===== src/rtl/can_pkg.sv =====
// Shared definitions for the CAN error/overload frame transmitter.
package can_pkg;

    localparam logic CAN_DOMINANT  = 1'b0;
    localparam logic CAN_RECESSIVE = 1'b1;

    typedef enum logic [2:0] {
        IDLE     = 3'd0,
        CRC_WAIT = 3'd1,
        ERR_FLAG = 3'd2,
        OVL_FLAG = 3'd3,
        ECHO     = 3'd4,
        DELIM    = 3'd5,
        IFS      = 3'd6
    } err_tx_state_e;

endpackage


===== src/rtl/can_flag_monitor.sv =====
// Counts consecutive equal bus samples. run_len is the length of the current
// run including the bit on this sample point; clear restarts counting so the
// next sample point begins a new run of length 1.
module can_flag_monitor #(
    parameter int CNT_W = 4
) (
    input  logic             clk,
    input  logic             rst,
    input  logic             sample_point,
    input  logic             clear,
    input  logic             rx_bit,
    output logic [CNT_W-1:0] run_len
);

    logic [CNT_W-1:0] cnt_q, cnt_d;
    logic             last_q, last_d;

    // Run length seen on this sample (saturates instead of wrapping)
    always_comb begin
        if (cnt_q == '0 || rx_bit != last_q) run_len = CNT_W'(1);
        else if (&cnt_q)                     run_len = cnt_q;
        else                                 run_len = cnt_q + CNT_W'(1);
    end

    // Commit the run on each sample point
    always_comb begin
        cnt_d  = cnt_q;
        last_d = last_q;
        if (sample_point) begin
            cnt_d  = clear ? '0 : run_len;
            last_d = rx_bit;
        end
    end

    // State registers
    always_ff @(posedge clk) begin
        if (rst) begin
            cnt_q  <= '0;
            last_q <= 1'b1;
        end else begin
            cnt_q  <= cnt_d;
            last_q <= last_d;
        end
    end

endmodule


===== src/rtl/can_error_frame_tx.sv =====
// Error / overload frame transmitter: flag, echo, delimiter, intermission.
// Optional frame statistics counters are built when CAN_ERR_FRAME_STATS_EN
// is defined; otherwise err_frame_cnt / ovl_frame_cnt read as zero.
module can_error_frame_tx
    import can_pkg::*;
#(
    parameter int FLAG_LEN     = 6,
    parameter int DELIM_LEN    = 8,
    parameter int IFS_LEN      = 3,
    parameter int MAX_OVERLOAD = 2
) (
    input  logic        clk,
    input  logic        rst,
    input  logic        sample_point,
    input  logic        rx_bit,
    input  logic        error_detected,
    input  logic        crc_error,
    input  logic        ack_delim_done,
    input  logic        overload_request,
    input  logic        error_passive,
    input  logic        bus_off,
    output logic        tx_bit,
    output logic        busy,
    output logic        dominant_after_flag,
    output logic        frame_restart,
    output logic [15:0] err_frame_cnt,
    output logic [15:0] ovl_frame_cnt
);

    localparam logic [3:0] FLAG_LAST  = 4'(FLAG_LEN - 1);
    localparam logic [3:0] FLAG_RUN   = 4'(FLAG_LEN);
    localparam logic [3:0] DELIM_LAST = 4'(DELIM_LEN - 1);
    localparam logic [3:0] IFS_LAST   = 4'(IFS_LEN - 1);
    localparam logic [3:0] OVL_MAX    = 4'(MAX_OVERLOAD);

    err_tx_state_e state_q, state_d;
    logic [3:0]    bit_cnt_q, bit_cnt_d;
    logic [3:0]    ovl_cnt_q, ovl_cnt_d;
    logic          flag_val_q, flag_val_d;
    logic          daf_done_q, daf_done_d;
    logic          tx_bit_q, tx_bit_d;
    logic          busy_q, busy_d;
    logic          daf_q, daf_d;
    logic          restart_q, restart_d;
    logic [3:0]    flag_run;
    logic          mon_clear;

    // A fresh passive-flag run starts whenever ERR_FLAG is (re)entered
    assign mon_clear = (state_d == ERR_FLAG) && (state_q != ERR_FLAG);

    can_flag_monitor #(.CNT_W(4)) u_mon (
        .clk          (clk),
        .rst          (rst),
        .sample_point (sample_point),
        .clear        (mon_clear),
        .rx_bit       (rx_bit),
        .run_len      (flag_run)
    );

    // Frame sequencing; bus_off overrides everything, on any cycle
    always_comb begin
        state_d    = state_q;
        bit_cnt_d  = bit_cnt_q;
        ovl_cnt_d  = ovl_cnt_q;
        flag_val_d = flag_val_q;
        daf_done_d = daf_done_q;
        daf_d      = 1'b0;
        restart_d  = 1'b0;
        if (bus_off) begin
            state_d    = IDLE;
            bit_cnt_d  = '0;
            ovl_cnt_d  = '0;
            daf_done_d = 1'b0;
        end else if (sample_point) begin
            case (state_q)
                IDLE: begin
                    if (!overload_request) ovl_cnt_d = '0;
                    if (error_detected) begin
                        state_d    = ERR_FLAG;
                        flag_val_d = error_passive;
                        bit_cnt_d  = '0;
                    end else if (crc_error) begin
                        state_d = CRC_WAIT;
                    end else if (overload_request && ovl_cnt_q < OVL_MAX) begin
                        state_d   = OVL_FLAG;
                        bit_cnt_d = '0;
                        ovl_cnt_d = ovl_cnt_q + 4'd1;
                    end
                end
                CRC_WAIT: begin
                    if (ack_delim_done || error_detected) begin
                        state_d    = ERR_FLAG;
                        flag_val_d = error_passive;
                        bit_cnt_d  = '0;
                    end
                end
                ERR_FLAG: begin
                    // passive flag ends on bus quiet, active flag on length
                    if (flag_val_q ? (flag_run == FLAG_RUN) : (bit_cnt_q == FLAG_LAST)) begin
                        state_d    = ECHO;
                        bit_cnt_d  = '0;
                        daf_done_d = 1'b0;
                    end else begin
                        bit_cnt_d = bit_cnt_q + 4'd1;
                    end
                end
                OVL_FLAG: begin
                    if (bit_cnt_q == FLAG_LAST) begin
                        state_d    = ECHO;
                        bit_cnt_d  = '0;
                        daf_done_d = 1'b1;  // overload frames never pulse REC
                    end else begin
                        bit_cnt_d = bit_cnt_q + 4'd1;
                    end
                end
                ECHO: begin
                    if (rx_bit == CAN_RECESSIVE) begin
                        state_d   = DELIM;
                        bit_cnt_d = 4'd1;
                    end else if (!daf_done_q) begin
                        daf_d      = 1'b1;
                        daf_done_d = 1'b1;
                    end
                end
                DELIM: begin
                    if (rx_bit == CAN_DOMINANT) begin
                        state_d    = ERR_FLAG;
                        flag_val_d = error_passive;
                        bit_cnt_d  = '0;
                    end else if (bit_cnt_q == DELIM_LAST) begin
                        state_d   = IFS;
                        bit_cnt_d = '0;
                    end else begin
                        bit_cnt_d = bit_cnt_q + 4'd1;
                    end
                end
                IFS: begin
                    if (overload_request && bit_cnt_q < 4'd2 && ovl_cnt_q < OVL_MAX) begin
                        state_d   = OVL_FLAG;
                        bit_cnt_d = '0;
                        ovl_cnt_d = ovl_cnt_q + 4'd1;
                    end else if (bit_cnt_q == IFS_LAST) begin
                        state_d   = IDLE;
                        bit_cnt_d = '0;
                        restart_d = 1'b1;
                        if (!overload_request) ovl_cnt_d = '0;
                    end else begin
                        bit_cnt_d = bit_cnt_q + 4'd1;
                    end
                end
                default: state_d = IDLE;
            endcase
        end
    end

    // Registered outputs follow the next state so a transition shows one cycle later
    always_comb begin
        tx_bit_d = CAN_RECESSIVE;
        if (state_d == ERR_FLAG)      tx_bit_d = flag_val_d;
        else if (state_d == OVL_FLAG) tx_bit_d = CAN_DOMINANT;
        busy_d = (state_d != IDLE);
    end

    // State and output registers
    always_ff @(posedge clk) begin
        if (rst) begin
            state_q    <= IDLE;
            bit_cnt_q  <= '0;
            ovl_cnt_q  <= '0;
            flag_val_q <= 1'b0;
            daf_done_q <= 1'b0;
            tx_bit_q   <= CAN_RECESSIVE;
            busy_q     <= 1'b0;
            daf_q      <= 1'b0;
            restart_q  <= 1'b0;
        end else begin
            state_q    <= state_d;
            bit_cnt_q  <= bit_cnt_d;
            ovl_cnt_q  <= ovl_cnt_d;
            flag_val_q <= flag_val_d;
            daf_done_q <= daf_done_d;
            tx_bit_q   <= tx_bit_d;
            busy_q     <= busy_d;
            daf_q      <= daf_d;
            restart_q  <= restart_d;
        end
    end

    assign tx_bit              = tx_bit_q;
    assign busy                = busy_q;
    assign dominant_after_flag = daf_q;
    assign frame_restart       = restart_q;

`ifdef CAN_ERR_FRAME_STATS_EN
    logic [15:0] err_fc_q, err_fc_d;
    logic [15:0] ovl_fc_q, ovl_fc_d;
    logic        err_entry, ovl_entry;

    assign err_entry = (state_d == ERR_FLAG) && (state_q != ERR_FLAG);
    assign ovl_entry = (state_d == OVL_FLAG) && (state_q != OVL_FLAG);

    // Saturating frame counters, cleared only by reset
    always_comb begin
        err_fc_d = err_fc_q;
        ovl_fc_d = ovl_fc_q;
        if (err_entry && err_fc_q != 16'hFFFF) err_fc_d = err_fc_q + 16'd1;
        if (ovl_entry && ovl_fc_q != 16'hFFFF) ovl_fc_d = ovl_fc_q + 16'd1;
    end

    // Counter registers
    always_ff @(posedge clk) begin
        if (rst) begin
            err_fc_q <= '0;
            ovl_fc_q <= '0;
        end else begin
            err_fc_q <= err_fc_d;
            ovl_fc_q <= ovl_fc_d;
        end
    end

    assign err_frame_cnt = err_fc_q;
    assign ovl_frame_cnt = ovl_fc_q;
`else
    assign err_frame_cnt = 16'h0000;
    assign ovl_frame_cnt = 16'h0000;
`endif

endmodule


===== config.mk =====
export PLATFORM = sky130hd
export DESIGN_NAME = can_error_frame_tx
export DESIGN_NICKNAME = d
export VERILOG_FILES = /design/src/rtl/can_pkg.sv /design/src/rtl/can_flag_monitor.sv /design/src/rtl/can_error_frame_tx.sv
export SDC_FILE = /design/constraint.sdc
export NUM_CORES = 1
export LEC_CHECK = 0
export CORE_MARGIN = 2
export CORE_UTILIZATION = 54
export DETAILED_ROUTE_END_ITERATION = 12
export PLACE_DENSITY = 0.86
export SYNTH_ARGS = -nofsm -noshare
export SYNTH_HDL_FRONTEND = slang
export SYNTH_SLANG_ARGS = --single-unit
export TNS_END_PERCENT = 10

===== constraint.sdc =====
create_clock -name clk -period 3.1 [get_ports clk]
set_input_delay 0.93 -clock clk [delete_from_list [all_inputs] [get_ports clk]]
set_output_delay 0.93 -clock clk [all_outputs]
set_load 0.05 [all_outputs]

Word level (Yosys, flattened, before mapping)
Cells that the tools add are included.
{"block": "op_classes", "addsub": 3, "n_mul": 0, "div_mod_pow": 0, "n_lt_le_gt_ge": 2, "n_eq_ne": 22, "shifts": 0, "muxes": 51, "bitwise_logic": 3, "reduce_logical": 19}
{"cell": "$mux W4", "count": 20}
{"cell": "$mux W3", "count": 13}
{"cell": "$pmux W4 S7", "count": 1}
{"cell": "$pmux W3 S7", "count": 1}
{"cell": "$mux W1", "count": 13}
{"cell": "$add A4 B1 Y4 const B", "count": 3}
{"cell": "$eq A3 B2 Y1 const B", "count": 4}
{"cell": "$eq A4 B3 Y1 const B", "count": 3}
{"cell": "$ne A2 B2 Y1 const B", "count": 5}
{"cell": "$reduce_or A5 Y1", "count": 2}
{"cell": "$eq A3 B3 Y1 const B", "count": 3}
{"cell": "$ne A3 B3 Y1 const B", "count": 3}
{"cell": "$lt A4 B2 Y1 const B", "count": 2}
{"cell": "$pmux W4 S2", "count": 1}
{"cell": "$reduce_bool A7 Y1", "count": 1}
{"cell": "$pmux W1 S3", "count": 2}
{"cell": "$reduce_and A6 Y1", "count": 1}
{"cell": "$reduce_bool A3 Y1", "count": 2}
{"cell": "$reduce_and A5 Y1", "count": 1}
{"cell": "$eq A4 B2 Y1 const B", "count": 1}
{"cell": "$logic_and A1 B1 Y1", "count": 4}
{"cell": "$logic_not A4 Y1", "count": 1}
{"cell": "$reduce_and A4 Y1", "count": 1}
{"cell": "$eq A3 B1 Y1 const B", "count": 1}
{"cell": "other kinds (8)", "count": 11}
{"block": "word_totals", "register_bits": 22, "latch_bits": 0, "mem_bits_rw": 0, "mem_bits_ro": 0, "input_bits": 10, "n_memories": 0}

Logic depth before layout (Yosys ltp)
{"block": "depth", "depth_word": 12, "depth_mapped": 8, "depth_no_buf": 7}

Cells and area by module
Synthesis repeated with hierarchy kept, for this count alone.
{"block": "hier_totals", "cells_unflattened": 235, "area_unflattened_um2": 1900.6}
{"module": "can_error_frame_tx", "n_inst": 1, "cells_per_inst": 197, "area_per_inst_um2": 1570.3, "seq_area_each_um2": 340.3}
{"module": "can_flag_monitor", "n_inst": 1, "cells_per_inst": 38, "area_per_inst_um2": 330.3, "seq_area_each_um2": 100.1}

Worst setup path before layout
Ideal clock, no wire load.
{"block": "synth_timing", "path_type": "input -> register", "start": "input rx_bit", "end": "register daf_done_q", "setup_ps": 116, "arrival_ps": 2131, "t_required_ps": 2984, "slack_ps": 853, "stages": 5, "path_cell_list": "xor2_1 -> a21oi_2 -> a41oi_4 -> or4_1 -> o211a_1"}
{"block": "synth_between", "elab_chain_len": 7, "elab_cells_between_ends": 8}
{"element": "start: declaration", "line": "can_error_frame_tx.sv:15", "source": "input logic rx_bit,"}
{"element": "$ne A1 B1 Y1", "line": "can_flag_monitor.sv:20", "source": "if (cnt_q == '0 || rx_bit != last_q) run_len = CNT_W'(1);"}
{"element": "$logic_or A1 B1 Y1", "line": "can_flag_monitor.sv:20"}
{"element": "$mux W4", "line": "can_flag_monitor.sv:20"}
{"element": "$eq A4 B3 Y1", "line": "can_error_frame_tx.sv:99", "source": "if (flag_val_q ? (flag_run == FLAG_RUN) : (bit_cnt_q == FLAG_LAST)) begin"}
{"element": "$mux W1", "line": "can_error_frame_tx.sv:99"}
{"element": "$ne A2 B2 Y1 (no source line)"}
{"element": "$reduce_and A5 Y1 (no source line) *"}
{"element": "end signal: assignment", "line": "can_error_frame_tx.sv:181", "source": "daf_done_q <= daf_done_d;"}
{"element": "end: declaration", "line": "can_error_frame_tx.sv:40", "source": "logic daf_done_q, daf_done_d;"}
Mark *: on every way between the ends. The rest lies on a longest branch, timed or not.
A chain may end at the register's enable or synchronous reset.

Worst setup path in the final report
{"block": "layout_timing", "start": "input overload_request", "end": "register bit_cnt_q[0]"}
{"block": "layout_between", "elab_chain_len": 4, "elab_cells_between_ends": 7}
{"element": "start: declaration", "line": "can_error_frame_tx.sv:19", "source": "input logic overload_request,"}
{"element": "$logic_and A1 B1 Y1 (2 in a row)", "line": "can_error_frame_tx.sv:138", "source": "if (overload_request && bit_cnt_q < 4'd2 && ovl_cnt_q < OVL_MAX) begin"}
{"element": "$mux W4", "line": "can_error_frame_tx.sv:138"}
{"element": "$pmux W4 S7", "line": "can_error_frame_tx.sv:75", "source": "case (state_q)"}
{"element": "end signal: assignment", "line": "can_error_frame_tx.sv:178", "source": "bit_cnt_q <= bit_cnt_d;"}
{"element": "end: declaration", "line": "can_error_frame_tx.sv:37", "source": "logic [3:0] bit_cnt_q, bit_cnt_d;"}
Several ways; a longest one is shown, not always the timed one.

==> flow_summary.json <==
{
  "drc_errors": 0,
  "grt_pass1_vias": 1434,
  "start_kind": "primary input",
  "p_int_mw": 0.385,
  "nNetsFinal": 253,
  "syn_inst": 226,
  "die_w_um": 63.3,
  "grt_max_degree": 19,
  "hpwlAfterDp_um": 3000,
  "synth-edff-count": 0,
  "yosysWarnings": 0,
  "p_comb_share_pct": 30.9,
  "clk_latency_ns": 0.31,
  "cts-root-buf": "clkbuf_4",
  "numPortBuffers": 13,
  "synth_fa_ha_area_share_pct": 3.95,
  "ios": 46,
  "tightestPinTransition_ns": 0.556,
  "rows": 21,
  "drt_pass1_iterations": 5,
  "finalCritPeriodShare_pct": 84.9,
  "num_vias": 1669,
  "clk_pin_slew_ns": 0.12,
  "fmax_mhz": 380,
  "finalMaxSlewViolations": 0,
  "pre_cts_ws_ns": 0.153,
  "fin_ws_ns": 0.468,
  "worstPathRequired_ns": 3.32,
  "skew_ns": 0.00968,
  "critPathKind": "in2reg",
  "cts_tree": "done",
  "netlist-cell-type-count": 70,
  "layout-drive-gt1-share_pct": 11.1,
  "ys_ff_latch": 22,
  "numCtsBuffers": 3,
  "cp_data_arrival_time_ns": 2.85,
  "wl_per_cell_um": 13.7,
  "p_sw_mw": 0.243,
  "clockBufferDepth": 2,
  "yosysTopAreaCellShare_pct": 23.2,
  "die-area_um2": 4010,
  "period_needed_ns": 2.63,
  "synth_area_leaders": "dfxtp_1 (23%), buf_4 (13%), ha_1 (3.9%), buf_6 (3.0%), a21oi_1 (2.4%)",
  "crit_fanout": 7,
  "clock_sinks": 22,
  "switching_share_pct": 38.7,
  "routed_wl_um": 3850,
  "coreArea_um2": 3360,
  "die_h_um": 63.3,
  "leakagePower_nw": 0.777,
  "dpl_cell_area_um2": 1910,
  "report.final.hold_viol_count": 0,
  "hold_buffers": 0,
  "maxCapViolCount": 0,
  "htreeDepth": 1,
  "initial_core_util_pct": 56.5,
  "grt_remaining_overflow": 0,
  "synth_compound_area_share_pct": 27.4,
  "drtIter0Drc": 130,
  "min_path_type": "reg2reg",
  "fin_setup_tns_ns": 0,
  "syn2layout_area_growth_pct": 1.71,
  "p_seq_share_pct": 48.2,
  "ys.flop_type": "dfxtp_1",
  "post_cts_buffers": 0,
  "synth_top_family_by_area": "compound AO/OA/AOI/OAI gates",
  "p_per_area_nw_per_um2": 325,
  "antenna_found_initial": 0,
  "cts_resized": 0,
  "grt_use_total_pct": 19.7,
  "syn_avg_cell_area_um2": 8.42,
  "rsz0062_at_grt": "no",
  "via_per_inst": 5.94,
  "grt_pass1_wl_um": 6340,
  "final_area_um2": 1930,
  "async_flop_share_pct": 0,
  "synth-simple-area-share_pct": 25.6,
  "num_antenna_cells": 0,
  "gp_congestion": 0.932,
  "worstSetupEndpointType": "flop",
  "ant_nets": 0,
  "synth_area_um2": 1900,
  "synth_xor_area_share_pct": 0.461,
  "ys_seq_area_share_pct": 23.2,
  "setup-violations-final": 0,
  "status": "complete, no violations",
  "synthMuxAreaShare_pct": 0,
  "worst_slew_margin_rel_pct": 62.9,
  "ir_drop_mv": 0.203,
  "power_frac_clock_pct": 20.9,
  "synth_area_leader_cell": "dfxtp_1"
}
==> flip-flops by register name (all words and copies together), names as in the netlist <==
signal / flops
flag_val_q: 1
ovl_cnt_q: 4
bit_cnt_q: 4
u_mon.last_q: 1
daf_done_q: 1
frame_restart: 1
tx_bit: 1
state_q: 3
u_mon.cnt_q: 4
dominant_after_flag: 1
busy: 1
==> per-layer routing <==
metal | GRT usage, % | share of wire [%]
met1 | 26.8 | 44
met2 | 30.4 | 46
met3 | 3.04 | 7.7
met4 | 9.24 | 1.9
met5 | 0 | 0
==> Yosys cell counts, types with 2 or more instances <==
master	number
nand2b_1	5
nand3b_1	2
a311oi_1	2
buf_4	32
nor3_1	2
nor4_1	2
buf_6	5
nand3_1	8
a31oi_1	5
a211oi_1	5
ha_1	6
o21ai_1	2
nand4_1	4
nor3b_1	2
buf_1	2
o21ai_0	8
o211ai_1	5
o211a_1	2
a21boi_1	2
a21oi_1	9
o2111ai_1	3
a211o_1	2
inv_1	9
o21a_1	3
dfxtp_1	22
nor2b_1	6
or2_2	2
buf_2	2
or3_1	2
nand2_1	12
and3b_1	3
nor2_1	12
==> through the flow <==
step | instances | total power, mW | util (%) | hold slack [ns]
after floorplan | 257 | 0.500 | - | 0.392
after global routing | 281 | 0.657 | 57.5 | 0.479
final | 281 | 0.628 | 57.5 | 0.440
after CTS | 281 | 0.630 | 57.5 | 0.439
after global placement | 278 | 0.498 | 56.8 | 0.416
after detailed placement | 278 | 0.501 | 56.8 | 0.420
==> critical path: stages <==
cell and delay [ns]:
clkdlybuf4s50_1 0.54, nor4b_4 0.41, a211o_1 0.32, o211ai_1 0.20
o21a_1 0.21, o31a_1 0.23
==> power groups by stage <==
stage               Clock (mW)  Sequential, mW  Combinational (mW)
floorplan                    0           0.308               0.191
CTS                      0.135           0.303               0.192
finish                   0.131           0.303               0.194
detailed placement           0           0.309               0.192
global placement             0           0.308               0.190
global route             0.146           0.304               0.206
==> cell usage in the layout, fill, tap and decap left out, types with 6 or more instances in the layout <==
cell / n
nor2_1: 12
a21oi_1: 9
clkdlybuf4s50_1: 13
nor2b_1: 6
inv_1: 9
nand2_1: 12
o21ai_0: 8
conb_1: 32
dfxtp_1: 22
nand3_1: 8
ha_1: 6
==> final cells by class <==
class / instances / area [um2]
Tap cell: 46 / 57.6
Inverter: 9 / 33.8
Sequential cell: 22 / 440
Fill cell: 345 / 1430
Clock buffer: 3 / 22.5
Timing Repair Buffer: 18 / 168
Multi-Input combinational cell: 183 / 1210
==> cell families after synthesis <==
kind of cell    count (synthesis)
flops                          22
compound gates                 67
xor+xnor                        1
fa+ha+maj                       6
buf+inv                        52
other cells                     1
simple gates                   77
==> worst paths after layout <==
kind / from / to / slack [ns] / cells past startpoint
max: overload_request / bit_cnt_q[0]$_SDFFE_PP0P_ / 0.47 / 6
min: daf_done_q$_SDFFE_PP0P_ / dominant_after_flag$_SDFF_PP0_ / 0.44 / 1
max reg2reg: u_mon.cnt_q[0]$_SDFFE_PP0P_ / daf_done_q$_SDFFE_PP0P_ / 0.81 / 6
min reg2reg: daf_done_q$_SDFFE_PP0P_ / dominant_after_flag$_SDFF_PP0_ / 0.44 / 1
Note: power is estimated with default switching activity, not from simulation.
